==> src/rtl/pipeline_ctrl.sv <==
// pipeline_ctrl: hazard, redirect and forwarding control for the 3-stage core.
// Carries decoded control words D->X->W and keeps the cycle/instret counters.
module pipeline_ctrl #(
  parameter int CW_WIDTH  = 16,
  parameter int CNT_WIDTH = 32
) (
  input  logic                 clk,
  input  logic                 rst,
  input  logic [CW_WIDTH-1:0]  cw_d,
  input  logic                 valid_d,
  input  logic [4:0]           rs1_d,
  input  logic [4:0]           rs2_d,
  input  logic [4:0]           rd_d,
  input  logic                 br_taken_x,
  output logic [CW_WIDTH-1:0]  cw_x,
  output logic [CW_WIDTH-1:0]  cw_w,
  output logic                 stall,
  output logic                 flush,
  output logic [1:0]           pc_sel,
  output logic                 fwd_a_x,
  output logic                 fwd_b_x,
  output logic                 fwd_a_d,
  output logic                 fwd_b_d,
  output logic [CNT_WIDTH-1:0] cycle_cnt,
  output logic [CNT_WIDTH-1:0] instret_cnt
);

  localparam logic [1:0] PC_PLUS4 = 2'b00;
  localparam logic [1:0] PC_ALU   = 2'b01;
  localparam logic [1:0] PC_HOLD  = 2'b10;
  localparam logic [1:0] PC_RST   = 2'b11;

  localparam logic [1:0] CLS_BR   = 2'b01;

  typedef enum logic {
    BOOT,
    RUN
  } state_t;

  state_t     state, state_nx;

  logic       valid_x, valid_w;
  logic [4:0] rd_x, rs1_x, rs2_x, rd_w;

  logic       load_x;
  logic       hz_ld;
  logic       redir_x;
  logic       w_wr;
  logic       bubble_x;
  logic [1:0] cls_x;

  // hazard and redirect conditions from X state and D fields
  always_comb begin
    cls_x   = cw_x[15:14];
    load_x  = valid_x & cw_x[0] & (cw_x[13:12] == 2'b00);
    hz_ld   = load_x & (rd_x != 5'd0) & valid_d &
              ((rd_x == rs1_d) | (rd_x == rs2_d));
    redir_x = valid_x &
              (((cls_x == CLS_BR) & br_taken_x) | cls_x[1]);
  end

  // W-stage write bypass into X operands and D register reads
  always_comb begin
    w_wr    = valid_w & cw_w[0] & (rd_w != 5'd0);
    fwd_a_x = w_wr & (rd_w == rs1_x);
    fwd_b_x = w_wr & (rd_w == rs2_x);
    fwd_a_d = w_wr & (rd_w == rs1_d);
    fwd_b_d = w_wr & (rd_w == rs2_d);
  end

  // sequencing state register
  always_ff @(posedge clk or negedge rst) begin
    if (!rst) state <= BOOT;
    else      state <= state_nx;
  end

  // next state and stall/flush/pc_sel; redirect outranks load-use
  always_comb begin
    state_nx = state;
    stall    = 1'b0;
    flush    = 1'b0;
    pc_sel   = PC_PLUS4;
    bubble_x = 1'b0;
    unique case (state)
      BOOT: begin
        state_nx = RUN;
        pc_sel   = PC_RST;
        bubble_x = 1'b1;
      end
      RUN: begin
        if (redir_x) begin
          flush    = 1'b1;
          pc_sel   = PC_ALU;
          bubble_x = 1'b1;
        end else if (hz_ld) begin
          stall    = 1'b1;
          pc_sel   = PC_HOLD;
          bubble_x = 1'b1;
        end
      end
    endcase
  end

  // X and W stage control registers; W always advances
  always_ff @(posedge clk or negedge rst) begin
    if (!rst) begin
      cw_x    <= '0;
      valid_x <= 1'b0;
      rd_x    <= '0;
      rs1_x   <= '0;
      rs2_x   <= '0;
      cw_w    <= '0;
      valid_w <= 1'b0;
      rd_w    <= '0;
    end else begin
      cw_w    <= cw_x;
      valid_w <= valid_x;
      rd_w    <= rd_x;
      if (bubble_x) begin
        cw_x    <= '0;
        valid_x <= 1'b0;
        rd_x    <= '0;
        rs1_x   <= '0;
        rs2_x   <= '0;
      end else begin
        cw_x    <= valid_d ? cw_d : '0;
        valid_x <= valid_d;
        rd_x    <= rd_d;
        rs1_x   <= rs1_d;
        rs2_x   <= rs2_d;
      end
    end
  end

  // cycle count in RUN, instret on every real instruction leaving W
  always_ff @(posedge clk or negedge rst) begin
    if (!rst) begin
      cycle_cnt   <= '0;
      instret_cnt <= '0;
    end else begin
      if (state == RUN) cycle_cnt <= cycle_cnt + CNT_WIDTH'(1);
      if (valid_w) instret_cnt <= instret_cnt + CNT_WIDTH'(1);
    end
  end

endmodule
==> config.mk <==
export PLATFORM = sky130hd
export DESIGN_NAME = pipeline_ctrl
export DESIGN_NICKNAME = d
export VERILOG_FILES = /design/src/rtl/pipeline_ctrl.sv
export SDC_FILE = /design/constraint.sdc
export NUM_CORES = 1
export LEC_CHECK = 0
export BUFFER_PORTS_ARGS = -buffer_cell sky130_fd_sc_hd__clkbuf_2
export CELL_PAD_IN_SITES_DETAIL_PLACEMENT = 1
export CELL_PAD_IN_SITES_GLOBAL_PLACEMENT = 1
export CORE_ASPECT_RATIO = 2
export CORE_UTILIZATION = 40
export CTS_CLUSTER_SIZE = 40
export DETAILED_ROUTE_END_ITERATION = 6
export HOLD_SLACK_MARGIN = 0.1
export MAX_ROUTING_LAYER = met4
export PLACE_DENSITY_LB_ADDON = 0.1
export SETUP_SLACK_MARGIN = 0.2
export SYNTH_ARGS = -nofsm -noshare
export SYNTH_HDL_FRONTEND = slang
export SYNTH_SLANG_ARGS = --single-unit
==> constraint.sdc <==
create_clock -name clk -period 2.4 [get_ports clk]
set_clock_uncertainty 0.15 [all_clocks]
set_input_delay 0.24 -clock clk [delete_from_list [all_inputs] [get_ports clk]]
set_output_delay 0.24 -clock clk [all_outputs]
set_load 0.005 [all_outputs]
==> impl_metrics.prom, run 1 <==
# TYPE chip_impl_metric gauge
chip_impl_metric{name="drt_pre_antenna_iters",unit=""} 4
chip_impl_info{name="rsz_0062_raised_after_global_routing",value="yes"} 1
chip_impl_metric{name="grt_pass1_wl",unit="µm"} 22900
chip_impl_metric{name="fraction_of_final_layout_cells_with_drive_strength_greater_than_1",unit=""} 0.334
chip_impl_info{name="clk_root_buffer_cell",value="sky130_fd_sc_hd__clkbuf_16"} 1
chip_impl_metric{name="register_area",unit="µm²"} 2990
chip_impl_metric{name="mux_share_of_post_synthesis_cell_area",unit=""} 0.00442
chip_impl_metric{name="ys.warnings.count",unit=""} 0
chip_impl_metric{name="mappedNetlistNets",unit=""} 491
chip_impl_metric{name="clock_insertion_delay_worst_skew",unit="ns"} 0.41
chip_impl_metric{name="setup_total_negative_slack",unit="ns"} 0
chip_impl_info{name="synth_area_leader_cell",value="sky130_fd_sc_hd__dfrtp_1"} 1
chip_impl_metric{name="floorplan.initialDensity",unit=""} 0.409
chip_impl_metric{name="synth-compound-area-share",unit=""} 0.0392
chip_impl_metric{name="seq_area_frac_synth",unit=""} 0.584
chip_impl_metric{name="regToRegSetupSlack",unit="ns"} 0.43
chip_impl_metric{name="via_count",unit=""} 4165
chip_impl_info{name="crit-reg2reg-launch",value="instret_cnt[11]"} 1
chip_impl_metric{name="die_y",unit="µm"} 162
chip_impl_metric{name="p_leak",unit="µW"} 0.00353
chip_impl_metric{name="grt_start_max_net_pins",unit=""} 48
chip_impl_metric{name="multiInputGateArea",unit="µm²"} 2060
chip_impl_metric{name="wl",unit="µm"} 14400
chip_impl_metric{name="floorplan.die.width",unit="µm"} 81.9
chip_impl_metric{name="antenna_found_initial",unit=""} 0
chip_impl_metric{name="area_growth",unit="%"} 38.7
chip_impl_metric{name="final_min_period_over_clock_period",unit=""} 0.921
chip_impl_metric{name="route.detailed.drc",unit=""} 0
chip_impl_metric{name="cap_violations",unit=""} 0
chip_impl_metric{name="relSlewSlack",unit=""} 0.560
chip_impl_metric{name="syn_area",unit="µm²"} 5100
chip_impl_metric{name="io_buffers",unit=""} 138
chip_impl_metric{name="synth_adder_area_share",unit=""} 0.00491
chip_impl_info{name="path_class",value="reg2out"} 1
chip_impl_metric{name="finalWorstPathRequiredPeriod",unit="ns"} 2.21
chip_impl_metric{name="number_of_global_route_vias_before_repair",unit=""} 4493
chip_impl_metric{name="place.gp.congestion",unit=""} 0.824
chip_impl_info{name="layout.cells.most_common_list",value="137 x sky130_fd_sc_hd__clkbuf_2, 112 x sky130_fd_sc_hd__dfrtp_1, 48 x sky130_fd_sc_hd__xnor2_1, 40 x sky130_fd_sc_hd__xor2_1"} 1
chip_impl_metric{name="clock.fmax",unit="GHz"} 0.453
chip_impl_info{name="dominant_combinational_cell_family_by_area_after_synthesis",value="simple AND/OR/NAND/NOR gates"} 1
chip_impl_info{name="kind_of_start_point_of_the_critical_path",value="register"} 1
chip_impl_metric{name="final-max-slew-violation-count",unit=""} 0
chip_impl_metric{name="ys_seq_elements",unit=""} 119
chip_impl_info{name="tritoncts",value="built"} 1
chip_impl_metric{name="post_synth_xor_area_fraction",unit=""} 0.158
chip_impl_metric{name="drt.antenna.violating_nets",unit=""} 0
chip_impl_metric{name="r2r.worst_path.cells",unit=""} 4
chip_impl_metric{name="rows",unit=""} 58
chip_impl_metric{name="power.ir.vdd_worst",unit="mV"} 0.536
chip_impl_metric{name="detail_route.wl_per_cell",unit="µm"} 17.9
chip_impl_metric{name="cp.arrival",unit="ns"} 1.82
chip_impl_metric{name="worst-endpoint-required",unit="ns"} 2.01
chip_impl_metric{name="finish.net_count",unit=""} 678
chip_impl_metric{name="detailedPlacementHpwl",unit="µm"} 10100
chip_impl_metric{name="clk_pin_slew",unit="ns"} 0.05
chip_impl_metric{name="cts_buffers",unit=""} 17
chip_impl_info{name="run_status",value="completed"} 1
chip_impl_metric{name="path_max_fanout",unit=""} 4
chip_impl_info{name="min_path_type",value="in2reg"} 1
chip_impl_metric{name="area_share_of_the_largest_cell_type_after_synthesis",unit=""} 0.584
chip_impl_info{name="critical_path.reg2reg.endpoint",value="instret_cnt[30]"} 1
chip_impl_info{name="cp-end-kind",value="output port"} 1
chip_impl_metric{name="fin_worst_hold_slack",unit="ns"} 0.140
chip_impl_metric{name="report.final.setup_viol",unit=""} 0
chip_impl_metric{name="num-fill-cells",unit=""} 1366
chip_impl_metric{name="layout.cell_area.non_filler",unit="µm²"} 7070
chip_impl_metric{name="netlist-cell-type-count",unit=""} 33
chip_impl_metric{name="die_area",unit="µm²"} 13200
chip_impl_info{name="post_synth_main_area_contributors",value="sky130_fd_sc_hd__dfrtp_1 58%, sky130_fd_sc_hd__xnor2_1 8.9%, sky130_fd_sc_hd__xor2_1 6.9%, sky130_fd_sc_hd__nand3_1 3.8%, sky130_fd_sc_hd__a21oi_1 3.3%"} 1
chip_impl_metric{name="clk_path_buf_depth",unit=""} 2
chip_impl_metric{name="antenna_cells",unit=""} 0
chip_impl_metric{name="placement.cell_area",unit="µm²"} 6020
chip_impl_metric{name="max_slew.worst_pin.slew",unit="ns"} 0.659
chip_impl_metric{name="grt-ovfl-total",unit=""} 0
chip_impl_info{name="worst_hold_startpoint",value="valid_d"} 1
chip_impl_info{name="holdPathEnd",value="cw_x[0]"} 1
chip_impl_info{name="layout_commonest_cell",value="sky130_fd_sc_hd__clkbuf_2"} 1
chip_impl_metric{name="initialDrtViolationCount",unit=""} 135
chip_impl_metric{name="final_report_hold_violation_count",unit=""} 0
chip_impl_metric{name="global_route_usage_over_all_layers",unit=""} 0.239
chip_impl_metric{name="worstHoldPathCells",unit=""} 4
chip_impl_metric{name="clock_sinks",unit=""} 119
chip_impl_metric{name="power_density",unit="nW/µm²"} 799
chip_impl_metric{name="syn_area_per_cell",unit="µm²"} 11.2
chip_impl_metric{name="yosys.area_share.simple",unit=""} 0.185
chip_impl_metric{name="postSynthCellCount",unit=""} 454
chip_impl_metric{name="placeable_area",unit="µm²"} 12500
chip_impl_metric{name="h-tree-depth",unit=""} 4
chip_impl_metric{name="top_level_port_count",unit=""} 139
chip_impl_metric{name="via_per_inst",unit=""} 5.19
-- sequential cells by signal (all words and copies together) (netlist names) --
signal / flops
cw_w: 16
cw_x: 16
cycle_cnt: 32
instret_cnt: 32
rd_w: 5
rd_x: 5
rs1_x: 5
rs2_x: 5
state: 1
valid_w: 1
valid_x: 1
-- final cells by class --
type / count / share of cell area
timing repair buffer: 189 / 0.166
clock inverter: 11 / 0.0246
multi-input combinational: 305 / 0.292
tap: 150 / 0.0265
clock buffer: 20 / 0.0646
inverter: 9 / 0.00478
sequential: 119 / 0.422
-- worst max-delay path by stage --
stage / start / end / slack, ns / cells after the start
final: rd_w[1] / fwd_b_x / 0.19 / 5
after global routing: rd_w[1] / fwd_b_x / 0.12 / 5
after CTS: rd_w[1] / fwd_b_x / 0.16 / 5
after detailed placement: instret_cnt[5] / instret_cnt[27] / 0.29 / 4
after global placement: valid_w / instret_cnt[31] / 0.36 / 4
after floorplan: instret_cnt[10] / instret_cnt[31] / 0.52 / 5
-- repair_timing --
item	4_1_cts	5_1_grt
buffers inserted	5	1
resized for setup	4	12
pin swaps	1	5
setup endpoints to repair	6	12
hold buffers	32	0
hold endpoints to repair	74	0
-- Yosys cell counts --
cell,count
sky130_fd_sc_hd__buf_1,1
sky130_fd_sc_hd__o211ai_1,1
sky130_fd_sc_hd__and4_1,8
sky130_fd_sc_hd__nor4_4,1
sky130_fd_sc_hd__a31o_2,1
sky130_fd_sc_hd__or4_4,1
sky130_fd_sc_hd__xnor2_1,52
sky130_fd_sc_hd__inv_1,9
sky130_fd_sc_hd__a21oi_1,34
sky130_fd_sc_hd__o22ai_1,1
sky130_fd_sc_hd__and3_1,7
sky130_fd_sc_hd__nor3_2,4
sky130_fd_sc_hd__dfrtp_1,119
sky130_fd_sc_hd__and2_1,5
sky130_fd_sc_hd__nor3b_2,1
sky130_fd_sc_hd__nand4_1,20
sky130_fd_sc_hd__conb_1,1
sky130_fd_sc_hd__clkbuf_1,18
sky130_fd_sc_hd__nor4_2,1
sky130_fd_sc_hd__xor2_1,40
sky130_fd_sc_hd__buf_2,1
sky130_fd_sc_hd__or2_2,2
sky130_fd_sc_hd__buf_6,1
sky130_fd_sc_hd__a21o_1,1
sky130_fd_sc_hd__nand3_4,1
sky130_fd_sc_hd__nor3_1,15
sky130_fd_sc_hd__nand3_1,39
sky130_fd_sc_hd__nor4_1,10
sky130_fd_sc_hd__nor2_1,13
sky130_fd_sc_hd__mux2_2,2
sky130_fd_sc_hd__or4_1,2
sky130_fd_sc_hd__ha_1,2
sky130_fd_sc_hd__nand2_1,40
-- power breakdown --
part | internal (µW) | switching, µW | leakage, µW | total [µW]
clock network | 1790 | 906 | 0.000298 | 2690
registers | 2160 | 183 | 0.00159 | 2340
logic | 313 | 308 | 0.00165 | 621
total | 4260 | 1400 | 0.00353 | 5650
-- stage by stage --
stage	total power (µW)	worst slack [ns]	util	instances
finish	5650	0.191	0.567	803
global route	5880	0.120	0.567	803
CTS	5710	0.160	0.562	802
detailed placement	2930	0.286	0.482	734
global placement	2910	0.356	0.482	734
floorplan	2590	0.519	-	454
-- routing by layer --
metal	global-route usage	part of all wire	up-vias	routed length, µm
met1	0.239	0.36	2090	5160
met3	0.0556	0.040	20	580
li1	-	-	1932	-
met5	-	0	-	0
met2	0.432	0.58	123	8330
met4	0.0901	0.021	0	296
-- cells by family (layout without fill, tap and decap cells) --
group           count (synthesis)  in the layout
compound gates                 38             38
xor+xnor                       92             92
fa+ha+maj                       2              2
buf+inv                        30            229
flops                         119            119
mux                             2              2
other cells                     1              1
simple gates                  170            170
-- critical path, cell delays in order, from the launching register on --
cell                       delay [ns]
sky130_fd_sc_hd__dfrtp_2         0.40
sky130_fd_sc_hd__or4_4           0.53
sky130_fd_sc_hd__o211ai_1        0.17
sky130_fd_sc_hd__buf_4           0.16
sky130_fd_sc_hd__nor4_1          0.05
sky130_fd_sc_hd__clkbuf_2        0.11
No activity file was read; power rests on OpenSTA's default activity.
==> run 2: changes to the inputs <==
--- a/config.mk
+++ b/config.mk
@@ -8,7 +8,7 @@
 export BUFFER_PORTS_ARGS = -buffer_cell sky130_fd_sc_hd__clkbuf_2
 export CELL_PAD_IN_SITES_DETAIL_PLACEMENT = 1
 export CELL_PAD_IN_SITES_GLOBAL_PLACEMENT = 1
-export CORE_ASPECT_RATIO = 2
+export CORE_ASPECT_RATIO = 0.5
 export CORE_UTILIZATION = 40
 export CTS_CLUSTER_SIZE = 40
 export DETAILED_ROUTE_END_ITERATION = 6
==> impl_metrics.prom, run 2 (synthesis gave the netlist of run 1 again) <==
# TYPE chip_impl_metric gauge
chip_impl_metric{name="number_of_global_route_vias_before_repair",unit=""} 4351
chip_impl_info{name="min_path_type",value="in2async"} 1
chip_impl_metric{name="cts_buffers",unit=""} 17
chip_impl_metric{name="drt.antenna.violating_nets",unit=""} 0
chip_impl_info{name="layout_commonest_cell",value="sky130_fd_sc_hd__clkbuf_2"} 1
chip_impl_info{name="path_class",value="reg2out"} 1
chip_impl_metric{name="initialDrtViolationCount",unit=""} 259
chip_impl_metric{name="final_min_period_over_clock_period",unit=""} 0.932
chip_impl_info{name="cp-end-kind",value="output port"} 1
chip_impl_metric{name="power_density",unit="nW/µm²"} 806
chip_impl_metric{name="final-max-slew-violation-count",unit=""} 0
chip_impl_metric{name="wl",unit="µm"} 14300
chip_impl_metric{name="clock_sinks",unit=""} 119
chip_impl_metric{name="placement.cell_area",unit="µm²"} 6030
chip_impl_metric{name="grt_pass1_wl",unit="µm"} 22900
chip_impl_metric{name="relSlewSlack",unit=""} 0.623
chip_impl_metric{name="cell_count_after_placement",unit=""} 748
chip_impl_metric{name="clk_pin_slew",unit="ns"} 0.06
chip_impl_metric{name="finish.net_count",unit=""} 675
chip_impl_metric{name="placeable_area",unit="µm²"} 12100
chip_impl_metric{name="max_slew.worst_pin.slew",unit="ns"} 0.560
chip_impl_info{name="kind_of_start_point_of_the_critical_path",value="register"} 1
chip_impl_metric{name="antenna_found_initial",unit=""} 0
chip_impl_metric{name="via_per_inst",unit=""} 5.01
chip_impl_info{name="rsz_0062_raised_after_global_routing",value="yes"} 1
chip_impl_metric{name="area_growth",unit="%"} 38.1
chip_impl_metric{name="layout.cell_area.non_filler",unit="µm²"} 7040
chip_impl_metric{name="setup_total_negative_slack",unit="ns"} 0
chip_impl_metric{name="top_level_port_count",unit=""} 139
chip_impl_metric{name="grt-ovfl-total",unit=""} 0
chip_impl_metric{name="p_leak",unit="µW"} 0.00352
chip_impl_metric{name="route.detailed.drc",unit=""} 0
chip_impl_metric{name="io_buffers",unit=""} 138
chip_impl_metric{name="detailedPlacementHpwl",unit="µm"} 9410
chip_impl_metric{name="via_count",unit=""} 4082
chip_impl_info{name="clk_root_buffer_cell",value="sky130_fd_sc_hd__clkbuf_16"} 1
chip_impl_metric{name="finalWorstPathRequiredPeriod",unit="ns"} 2.24
chip_impl_metric{name="rows",unit=""} 28
chip_impl_metric{name="clock.fmax",unit="GHz"} 0.447
chip_impl_info{name="run_status",value="completed"} 1
chip_impl_metric{name="fraction_of_final_layout_cells_with_drive_strength_greater_than_1",unit=""} 0.319
chip_impl_info{name="top_regs",value="cycle_cnt: 32 flops, instret_cnt: 32 flops"} 1
chip_impl_info{name="layout.cells.most_common_list",value="137 x sky130_fd_sc_hd__clkbuf_2, 115 x sky130_fd_sc_hd__dfrtp_1, 51 x sky130_fd_sc_hd__xnor2_1, 40 x sky130_fd_sc_hd__nand2_1, 40 x sky130_fd_sc_hd__xor2_1"} 1
chip_impl_metric{name="place.gp.congestion",unit=""} 0.823
chip_impl_metric{name="post_layout_nonfiller_instances",unit=""} 814
chip_impl_metric{name="global_route_usage_over_all_layers",unit=""} 0.233
chip_impl_metric{name="grt_start_max_net_pins",unit=""} 63
chip_impl_metric{name="final_report_hold_violation_count",unit=""} 0
chip_impl_metric{name="die_y",unit="µm"} 81.9
chip_impl_metric{name="clk_path_buf_depth",unit=""} 2
chip_impl_metric{name="worst-endpoint-required",unit="ns"} 2.01
chip_impl_metric{name="drt_pre_antenna_iters",unit=""} 4
chip_impl_metric{name="clock_insertion_delay_worst_skew",unit="ns"} 0.40
chip_impl_metric{name="report.final.setup_viol",unit=""} 0
chip_impl_metric{name="report.power.total",unit="µW"} 5680
chip_impl_metric{name="antenna_cells",unit=""} 0
chip_impl_metric{name="floorplan.initialDensity",unit=""} 0.421
chip_impl_metric{name="detail_route.wl_per_cell",unit="µm"} 17.5
chip_impl_metric{name="cap_violations",unit=""} 0
chip_impl_metric{name="h-tree-depth",unit=""} 4
chip_impl_metric{name="power.ir.vdd_worst",unit="mV"} 0.410
chip_impl_metric{name="floorplan.die.width",unit="µm"} 162
chip_impl_info{name="tritoncts",value="built"} 1
chip_impl_metric{name="path_max_fanout",unit=""} 4
chip_impl_metric{name="cp.arrival",unit="ns"} 1.85
chip_impl_metric{name="die_area",unit="µm²"} 13200
run 2: cell count changes in the layout (fill, tap and decap cells not counted), sizes merged:
cell	before	now
buf	20	17
clkinvlp	3	1
bufinv	4	5
run 2: layout make-up:
cell class                      instances  area, µm²
Clock inverter                         10        178
Timing Repair Buffer                  186       1150
Tap cell                              165        206
Inverter                                9       33.8
Multi-Input combinational cell        305       2050
Fill cell                            1355       5080
Sequential cell                       119       2980
Clock buffer                           20        447
run 2: report_power, final:
part | internal (µW) | switching, µW
Combinational | 307 | 310
Clock | 1850 | 874
Sequential | 2160 | 183
Total | 4310 | 1370
run 2: timing repair:
action,CTS,global route
endpoints found under the hold margin,121,0
pin swaps,2,2
setup endpoints to repair,4,13
cloned,0,0
resized for setup,4,6
buffers inserted,4,0
hold buffers,32,0
run 2: through the flow:
stage               hold WS, ns  setup WS [ns]  utilization
finish                    0.168          0.163        0.581
global route              0.167         0.0825        0.581
CTS                       0.142          0.147        0.578
detailed placement       0.0560          0.244        0.497
global placement         0.0527          0.330        0.497
floorplan                -0.206          0.519            -
run 2: worst max-delay path, stage by stage (launching register included):
cell and delay (ns):
sky130_fd_sc_hd__dfrtp_2 0.41, sky130_fd_sc_hd__or4_4 0.53, sky130_fd_sc_hd__o211ai_1 0.17, sky130_fd_sc_hd__buf_4 0.17, sky130_fd_sc_hd__nor4_1 0.06, sky130_fd_sc_hd__clkbuf_2 0.12
run 2: routing by layer:
metal | wire [µm] | up-vias | GRT usage
met2 | 7240 | 86 | 0.391
met5 | 0 | - | -
li1 | - | 1935 | -
met3 | 452 | 6 | 0.0470
met1 | 6480 | 2055 | 0.289
met4 | 84 | 0 | 0.0651
run 2: worst paths after layout:
check                                      from              end  slack [ns]  cells after the start
worst min-delay path                        rst  instret_cnt[18]        0.17                      2
worst max register to register  instret_cnt[14]  instret_cnt[31]        0.37                      4
min in group clk                        valid_d          cw_x[3]        0.17                      4
max in group asynchronous                   rst    cycle_cnt[14]        1.18                      3
worst max-delay path                    rd_w[3]          fwd_b_d        0.16                      5
worst min register to register          cw_x[3]          cw_w[3]        0.22                      0
